==> config.mk <==
export PLATFORM = sky130hd
export DESIGN_NAME = spi_slave_rx
export DESIGN_NICKNAME = d
export VERILOG_FILES = /design/src/rtl/spi_pkg.sv /design/src/rtl/spi_sync.sv /design/src/rtl/spi_slave_rx.sv
export SDC_FILE = /design/constraint.sdc
export NUM_CORES = 1
export LEC_CHECK = 0
export BUFFER_PORTS_ARGS = -buffer_cell sky130_fd_sc_hd__buf_2
export CORE_MARGIN = 3
export CORE_UTILIZATION = 40
export DETAILED_ROUTE_END_ITERATION = 8
export PLACE_DENSITY = 0.65
export SLEW_MARGIN = 5
export SYNTH_ARGS = -nofsm -noshare
export SYNTH_HDL_FRONTEND = slang
export SYNTH_HIERARCHICAL = 1
export SYNTH_SLANG_ARGS = --single-unit
==> constraint.sdc <==
create_clock -name clk -period 1.9 [get_ports clk]
set_clock_uncertainty 0.2 [all_clocks]
set_input_delay 0.095 -clock clk [delete_from_list [all_inputs] [get_ports clk]]
set_output_delay 0.095 -clock clk [all_outputs]
set_load 0.005 [all_outputs]
==> src/rtl/spi_pkg.sv <==
// Shared definitions for the SPI slave receiver: FSM state encoding and default frame length.
// Bit order is selected at build time with SPI_RX_MSB_FIRST_EN (undefined = LSB-first).
package spi_pkg;

   localparam int SPI_DATA_W      = 12;
   localparam int SPI_SYNC_STAGES = 2;

   typedef enum logic [1:0] {
      IDLE    = 2'd0,
      RECV    = 2'd1,
      WAIT_CS = 2'd2
   } spi_state_e;

   // Cycles after reset release before the synchronized cs level reflects the real pin.
   function automatic int flush_cycles(input int sync_stages);
      return sync_stages + 1;
   endfunction

endpackage

==> src/rtl/spi_sync.sv <==
// Multi-flop synchronizer for one asynchronous input, with a registered previous value
// giving single-cycle rise/fall strobes. All flops reset to 1 (cs idle level).
module spi_sync #(
   parameter int STAGES = 2
) (
   input  logic clk,
   input  logic rst,
   input  logic d_i,
   output logic level_o,
   output logic rise_o,
   output logic fall_o
);

   logic [STAGES-1:0] sync_q;
   logic              prev_q;

   always_ff @(posedge clk) begin
      if (rst) begin
         sync_q <= '1;
         prev_q <= 1'b1;
      end else begin
         sync_q <= {sync_q[STAGES-2:0], d_i};
         prev_q <= sync_q[STAGES-1];
      end
   end

   assign level_o = sync_q[STAGES-1];
   assign rise_o  = sync_q[STAGES-1] & ~prev_q;
   assign fall_o  = ~sync_q[STAGES-1] & prev_q;

endmodule

==> src/rtl/spi_slave_rx.sv <==
// SPI slave receiver (mode 0 sampling on sclk rise) oversampled by the system clock.
// Build option SPI_RX_MSB_FIRST_EN: defined = MSB-first, undefined = LSB-first.
module spi_slave_rx
   import spi_pkg::*;
#(
   parameter int DATA_W      = SPI_DATA_W,
   parameter int SYNC_STAGES = SPI_SYNC_STAGES
) (
   input  logic              clk,
   input  logic              rst,
   input  logic              sclk,
   input  logic              cs,
   input  logic              mosi,
   output logic [DATA_W-1:0] dout,
   output logic              done,
   output logic              frame_err
);

   localparam int CNT_W   = $clog2(DATA_W + 1);
   localparam int FLUSH   = flush_cycles(SYNC_STAGES);
   localparam int FLUSH_W = $clog2(FLUSH + 1);
   localparam logic [CNT_W-1:0]   LAST_BIT  = CNT_W'(DATA_W - 1);
   localparam logic [FLUSH_W-1:0] FLUSH_END = FLUSH_W'(FLUSH);

   logic sclk_level, sclk_rise, sclk_fall;
   logic cs_level, cs_rise, cs_fall;
   logic mosi_level, mosi_rise, mosi_fall;

   spi_sync #(.STAGES(SYNC_STAGES)) u_sync_sclk (
      .clk     (clk),
      .rst     (rst),
      .d_i     (sclk),
      .level_o (sclk_level),
      .rise_o  (sclk_rise),
      .fall_o  (sclk_fall)
   );

   spi_sync #(.STAGES(SYNC_STAGES)) u_sync_cs (
      .clk     (clk),
      .rst     (rst),
      .d_i     (cs),
      .level_o (cs_level),
      .rise_o  (cs_rise),
      .fall_o  (cs_fall)
   );

   spi_sync #(.STAGES(SYNC_STAGES)) u_sync_mosi (
      .clk     (clk),
      .rst     (rst),
      .d_i     (mosi),
      .level_o (mosi_level),
      .rise_o  (mosi_rise),
      .fall_o  (mosi_fall)
   );

   logic unused_sync;
   assign unused_sync = ^{sclk_level, sclk_fall, cs_level, mosi_rise, mosi_fall};

   spi_state_e          state_q, state_d;
   logic [CNT_W-1:0]    cnt_q, cnt_d;
   logic [DATA_W-1:0]   shift_q, shift_d, shift_in;
   logic [DATA_W-1:0]   dout_q, dout_d;
   logic                done_q, done_d;
   logic                ferr_q, ferr_d;
   logic [FLUSH_W-1:0]  flush_q;
   logic                armed;

   // A cs already low at reset release shows up as a fall while the synchronizer
   // flushes its reset value; falls are ignored until that window has passed.
   always_ff @(posedge clk) begin
      if (rst) begin
         flush_q <= '0;
      end else if (flush_q != FLUSH_END) begin
         flush_q <= flush_q + FLUSH_W'(1);
      end
   end

   assign armed = (flush_q == FLUSH_END);

`ifdef SPI_RX_MSB_FIRST_EN
   assign shift_in = {shift_q[DATA_W-2:0], mosi_level};
`else
   assign shift_in = {mosi_level, shift_q[DATA_W-1:1]};
`endif

   always_ff @(posedge clk) begin
      if (rst) begin
         state_q <= IDLE;
         cnt_q   <= '0;
         shift_q <= '0;
         dout_q  <= '0;
         done_q  <= 1'b0;
         ferr_q  <= 1'b0;
      end else begin
         state_q <= state_d;
         cnt_q   <= cnt_d;
         shift_q <= shift_d;
         dout_q  <= dout_d;
         done_q  <= done_d;
         ferr_q  <= ferr_d;
      end
   end

   always_comb begin
      state_d = state_q;
      cnt_d   = cnt_q;
      shift_d = shift_q;
      dout_d  = dout_q;
      done_d  = 1'b0;
      ferr_d  = 1'b0;
      case (state_q)
         IDLE: begin
            if (cs_fall && armed) begin
               cnt_d   = '0;
               shift_d = '0;
               state_d = RECV;
            end
         end
         RECV: begin
            if (sclk_rise) begin
               shift_d = shift_in;
               cnt_d   = cnt_q + CNT_W'(1);
               if (cnt_q == LAST_BIT) begin
                  // Final bit wins over a simultaneous cs rise; that rise is consumed here.
                  dout_d  = shift_in;
                  done_d  = 1'b1;
                  state_d = cs_rise ? IDLE : WAIT_CS;
               end else if (cs_rise) begin
                  ferr_d  = 1'b1;
                  state_d = IDLE;
               end
            end else if (cs_rise) begin
               ferr_d  = 1'b1;
               state_d = IDLE;
            end
         end
         WAIT_CS: begin
            if (cs_rise) begin
               state_d = IDLE;
            end
         end
         default: begin
            state_d = IDLE;
         end
      endcase
   end

   assign dout      = dout_q;
   assign done      = done_q;
   assign frame_err = ferr_q;

endmodule

# After elaboration in Yosys (flattened, before gate mapping)
# Index checks and enable logic that the tools add are counted.
dict set report word_totals {
  reg_bits 42
  latch_bits 0
  mem_bits_rw 0
  romBits 0
  in_bits 5
  output_inout_bits 14
  wordCells 52
  mem_count 0
}
dict set report classes {
  add_sub_neg 2
  multipliers 0
  div_mod_pow 0
  order_cmp 0
  n_eq_ne 7
  n_shift 0
  muxes 16
  n_bitwise 8
  reduce_logical 7
}
# op count
set op_table {}
lappend op_table {{$mux W12} 2}
lappend op_table {{$pmux W12 S2} 1}
lappend op_table {{$mux W2} 5}
lappend op_table {{$mux W4} 2}
lappend op_table {{$pmux W4 S2} 1}
lappend op_table {{$ne A2 B2 Y1 const B} 3}
lappend op_table {{$pmux W2 S3} 1}
lappend op_table {{$reduce_and A3 Y1} 2}
lappend op_table {{$not A1 Y1} 5}
lappend op_table {{$add A4 B1 Y4 const B} 1}
lappend op_table {{$eq A2 B2 Y1 const B} 2}
lappend op_table {{$eq A4 B4 Y1 const B} 1}
lappend op_table {{$mux W1} 4}
lappend op_table {{$and A1 B1 Y1} 3}
lappend op_table {{$reduce_or A3 Y1} 1}
lappend op_table {{$add A2 B1 Y2 const B} 1}
lappend op_table {{$eq A2 B1 Y1 const B} 1}
lappend op_table {{$logic_not A2 Y1} 1}
lappend op_table {{$reduce_bool A2 Y1} 1}
lappend op_table {{$reduce_or A2 Y1} 1}
lappend op_table {{$logic_and A1 B1 Y1} 1}

# Depth between registers and ports, before layout
dict set report logic_depth {
  word_depth 6
  depth_mapped 5
  mapped_depth_nobuf 4
}

# Modules after synthesis
# The synthesis kept the hierarchy.
# mod n_inst cells_each area_each_um2 seq_area_each_um2
set modules_own_cells {}
lappend modules_own_cells {spi_slave_rx 1 133 1287.5 660.6}
lappend modules_own_cells {spi_sync 3 8 92.6 60.1}

# Least setup slack after synthesis
# Ideal clock, no wire load.
dict set report synth_timing {
  path_type {register to register}
  startpoint {reg u_sync_sclk.sync_q[1]}
  endpoint {reg cnt_q[1]}
  setup_time_ps 117
  arrival_time_ps 1304
  required_ps 1583
  setup_slack_ps 279
  path_stages_with_launch 6
  path_buffers 1
  synth_period_minus_slack_ps 1621
  path_cell_list {dfxtp_1 -> nor2b_1 -> nand2_1 -> a21o_1 -> buf_6 -> a32o_1}
}
dict set report synth_via {
  elab_chain_len 3
}
# element line
set synth_rtl {}
lappend synth_rtl {{start, declared} spi_sync.sv:14} ;# logic [STAGES-1:0] sync_q;
lappend synth_rtl {{start signal, assigned} spi_sync.sv:22} ;# sync_q <= {sync_q[STAGES-2:0], d_i};
lappend synth_rtl {{$and A1 B1 Y1} spi_sync.sv:28} ;# assign rise_o = sync_q[STAGES-1] & ~prev_q;
lappend synth_rtl {{via sclk_rise} spi_slave_rx.sv:25} ;# logic sclk_level, sclk_rise, sclk_fall;
lappend synth_rtl {{$ne A2 B2 Y1 (no source line)} -}
lappend synth_rtl {{$reduce_and A3 Y1 (no source line)} -}
lappend synth_rtl {{end signal, assigned} spi_slave_rx.sv:96} ;# cnt_q <= cnt_d;
lappend synth_rtl {{end, declared} spi_slave_rx.sv:60} ;# logic [CNT_W-1:0] cnt_q, cnt_d;
# The timed path passes the listed nets, and every way through them passes these cells.
# A chain may end at the register's enable or synchronous reset.

# Worst setup path in the final report
dict set report layout_timing {
  startpoint {reg u_sync_sclk.sync_q[1]}
  endpoint {reg shift_q[11]}
}
dict set report layout_via {
  elab_chain_len 3
}
# element line
set layout_rtl {}
lappend layout_rtl {{$and A1 B1 Y1} spi_sync.sv:28}
lappend layout_rtl {{via sclk_rise} spi_slave_rx.sv:25}
lappend layout_rtl {{$ne A2 B2 Y1 (no source line)} -}
lappend layout_rtl {{$reduce_and A3 Y1 (no source line)} -}
lappend layout_rtl {{end signal, assigned} spi_slave_rx.sv:97} ;# shift_q <= shift_d;
lappend layout_rtl {{end, declared} spi_slave_rx.sv:61} ;# logic [DATA_W-1:0] shift_q, shift_d, shift_in;
# The timed path passes the listed nets, and every way through them passes these cells.

==> impl_metrics.xml <==
<?xml version="1.0" encoding="UTF-8"?>
<metrics>
  <group name="outcome">
    <metric name="outcome" unit="">finished clean</metric>
  </group>
  <group name="setup_path">
    <metric name="cp_slowest_cell" unit="">nor2b_1</metric>
    <metric name="cp-end-kind" unit="">flop</metric>
    <metric name="cp_slowest_stage_delay" unit="ns">0.33</metric>
    <metric name="crit_path_cell_trace" unit="">nor2b_1 &gt; nand2_1 &gt; a21o_1 &gt; a32o_1</metric>
    <metric name="critPathTopFamily" unit="">compound AO/OA/AOI/OAI gates</metric>
    <metric name="worst-path-max-fanout" unit="">12</metric>
    <metric name="criticalPathCategory" unit="">flop to flop</metric>
    <metric name="critPathBufInv" unit="">0</metric>
    <metric name="cp_data_arrival_time" unit="ns">1.70</metric>
    <metric name="setup.worst_path.start_class" unit="">flop</metric>
    <metric name="worst_ep_required" unit="ns">1.88</metric>
  </group>
  <group name="timing">
    <metric name="timing.final.crit_period" unit="ns">1.72</metric>
    <metric name="tns_setup" unit="ns">0</metric>
    <metric name="hold_vio_cnt_final" unit="">0</metric>
    <metric name="final.setup.worst_slack" unit="ns">0.181</metric>
    <metric name="worst_slew_pin_slew" unit="ns">0.428</metric>
    <metric name="slew_headroom" unit="%">71.5</metric>
    <metric name="timing.final.max_slew_violations" unit="">0</metric>
    <metric name="layout_worst_path_cycle_share" unit="%">90.5</metric>
    <metric name="rsz_0062_raised_after_global_routing" unit="">no</metric>
    <metric name="setup-violations-final" unit="">0</metric>
    <metric name="achievable-frequency" unit="MHz">582</metric>
  </group>
  <group name="floorplan">
    <metric name="floorplan.die_area" unit="um^2">4570</metric>
    <metric name="die_height" unit="um">67.6</metric>
    <metric name="initial_core_utilization" unit="%">43.4</metric>
    <metric name="io_pins" unit="">19</metric>
    <metric name="core_region_area" unit="um^2">3490</metric>
    <metric name="chipWidth" unit="um">67.6</metric>
    <metric name="rows" unit="">21</metric>
  </group>
  <group name="route">
    <metric name="drt-total-wl" unit="mm">2.93</metric>
    <metric name="via_per_inst" unit="">5.29</metric>
    <metric name="drtAntennaViolNets" unit="">0</metric>
    <metric name="wl_per_cell" unit="um">13.0</metric>
    <metric name="via_total_after_detailed_routing" unit="">1196</metric>
    <metric name="detail_route.iter0.violations" unit="">77</metric>
    <metric name="drtPass1Iterations" unit="">5</metric>
    <metric name="detail_route.drc_violations" unit="">0</metric>
  </group>
  <group name="global_routing">
    <metric name="grt_max_degree" unit="">22</metric>
    <metric name="grt_usage" unit="%">14.9</metric>
    <metric name="grt_first_pass_wirelength" unit="mm">5.09</metric>
    <metric name="antenna_found_initial" unit="">0</metric>
    <metric name="via_count_of_the_first_global_routing_pass" unit="">1144</metric>
    <metric name="grt_overflow" unit="">0</metric>
  </group>
  <group name="placement">
    <metric name="numPlacedInstances" unit="">212</metric>
    <metric name="placement.io_buffers" unit="">18</metric>
    <metric name="place.detailed.hpwl" unit="mm">2.05</metric>
    <metric name="post_dp_cell_area" unit="um^2">1660</metric>
    <metric name="place.gp.congestion" unit="">0.787</metric>
    <metric name="post-place-ws" unit="ns">0.189</metric>
  </group>
  <group name="power">
    <metric name="pwr-share-clk" unit="%">35.8</metric>
    <metric name="power.ir.vdd_worst" unit="uV">333</metric>
    <metric name="power.sequential.fraction" unit="%">59.8</metric>
    <metric name="total_power" unit="mW">1.48</metric>
    <metric name="leakage" unit="nW">0.714</metric>
    <metric name="total_power_divided_by_cell_area" unit="nW/um^2">823</metric>
    <metric name="power_switching" unit="mW">0.319</metric>
    <metric name="sw_share" unit="%">21.6</metric>
    <metric name="p_int" unit="mW">1.16</metric>
    <metric name="pwr-share-comb" unit="%">4.5</metric>
  </group>
  <group name="clocking">
    <metric name="clock_latency" unit="ns">0.29</metric>
    <metric name="clock_edge_transition_at_the_registers_on_the_reported_setup_and_hold_paths" unit="ns">0.07</metric>
    <metric name="cts_root_buffer" unit="">clkbuf_8</metric>
    <metric name="cts_htree_levels" unit="">2</metric>
    <metric name="postCtsSetupRepairBufs" unit="">0</metric>
    <metric name="tritoncts" unit="">done</metric>
    <metric name="cts_buffers" unit="">5</metric>
    <metric name="clock_sinks" unit="">41</metric>
    <metric name="buffer_levels_on_the_longest_clock_path" unit="">2</metric>
  </group>
  <group name="final_layout">
    <metric name="num_antenna_cells" unit="">0</metric>
    <metric name="areaGrowthSynthToFinish" unit="%">18.5</metric>
    <metric name="mostFrequentLayoutCell" unit="">dfxtp_1</metric>
    <metric name="finish.net_count" unit="">186</metric>
    <metric name="finalInstanceArea" unit="um^2">1800</metric>
    <metric name="layout.cells.most_common_list" unit="">dfxtp_1, buf_2, nand3_1</metric>
    <metric name="post_layout_nonfiller_instances" unit="">226</metric>
    <metric name="fraction_of_layout_cells_with_a_size_suffix_above_1" unit="%">18.9</metric>
    <metric name="register_area" unit="um^2">821</metric>
    <metric name="multi_input_gate_area" unit="um^2">624</metric>
    <metric name="fillers" unit="">317</metric>
  </group>
  <group name="flow_run">
    <metric name="max_cap_violations" unit="">0</metric>
  </group>
  <group name="synthesis">
    <metric name="avgSynthCellArea" unit="um^2">9.98</metric>
    <metric name="postSynthCellCount" unit="">152</metric>
    <metric name="synth.yosys.warnings" unit="">6</metric>
    <metric name="syn_nets" unit="">159</metric>
    <metric name="syn-cell-area" unit="um^2">1520</metric>
  </group>
  <group name="min_path">
    <metric name="worst_hold_path_type" unit="">flop to flop</metric>
  </group>
</metrics>
## repair_timing
item / CTS / global route
hold buffers: 6 / 0
resized for setup: 0 / 0
endpoints found under the hold margin: 8 / 0
## state kept, by name, indices dropped and copies added, names as in the netlist
signal	count
cnt_q	4
done	1
dout	12
flush_q	2
frame_err	1
shift_q	11
state_q	2
u_sync_cs/prev_q	1
u_sync_cs/sync_q	2
u_sync_mosi/sync_q	2
u_sync_sclk/prev_q	1
u_sync_sclk/sync_q	2
## power by group through the flow
stage,Sequential [mW],Clock [mW],Combinational [mW]
floorplan,0.902,0,0.0427
global placement,0.904,0,0.0529
detailed placement,0.905,0,0.0569
CTS,0.885,0.543,0.0665
global route,0.886,0.579,0.0768
finish,0.885,0.530,0.0662
## layout make-up
class / count / area share, %
multi-input cells: 97 / 34.7
well taps: 46 / 3.20
flip-flops and latches: 41 / 45.6
clock buffers: 6 / 4.03
clock inverters: 2 / 0.556
inverters: 3 / 0.626
repair buffers: 31 / 11.3
## final timing paths
kind,from,end,slack (ns),cells past startpoint
max,u_sync_sclk/sync_q[1],shift_q[11],0.18,4
min,u_sync_sclk/sync_q[0],u_sync_sclk/sync_q[1],0.21,1
max reg2reg,u_sync_sclk/sync_q[1],shift_q[11],0.18,4
min reg2reg,u_sync_sclk/sync_q[0],u_sync_sclk/sync_q[1],0.21,1
## worst reg2reg max path, delay by kind of cell (launching register included)
kind	cells	cell delay, ns
DFF	1	0.32
AOI/OAI and AO/OA	2	0.63
and+or+nand+nor	2	0.46
## stage by stage
stage	utilization, %	hold WS (ns)
after detailed placement	47.4	0.0801
after CTS	51.5	0.210
after global placement	47.4	0.0749
after global routing	51.5	0.225
after floorplan	-	-0.00786
final	51.5	0.208
## routing by layer
| layer | track usage [%] | part of all wire [%] |
|---|---|---|
| met3 | 5.49 | 5.8 |
| met5 | 0 | 0 |
| met1 | 18.2 | 47 |
| met4 | 6.84 | 2.0 |
| met2 | 23.2 | 45 |
(Power assumes the default switching activity.)
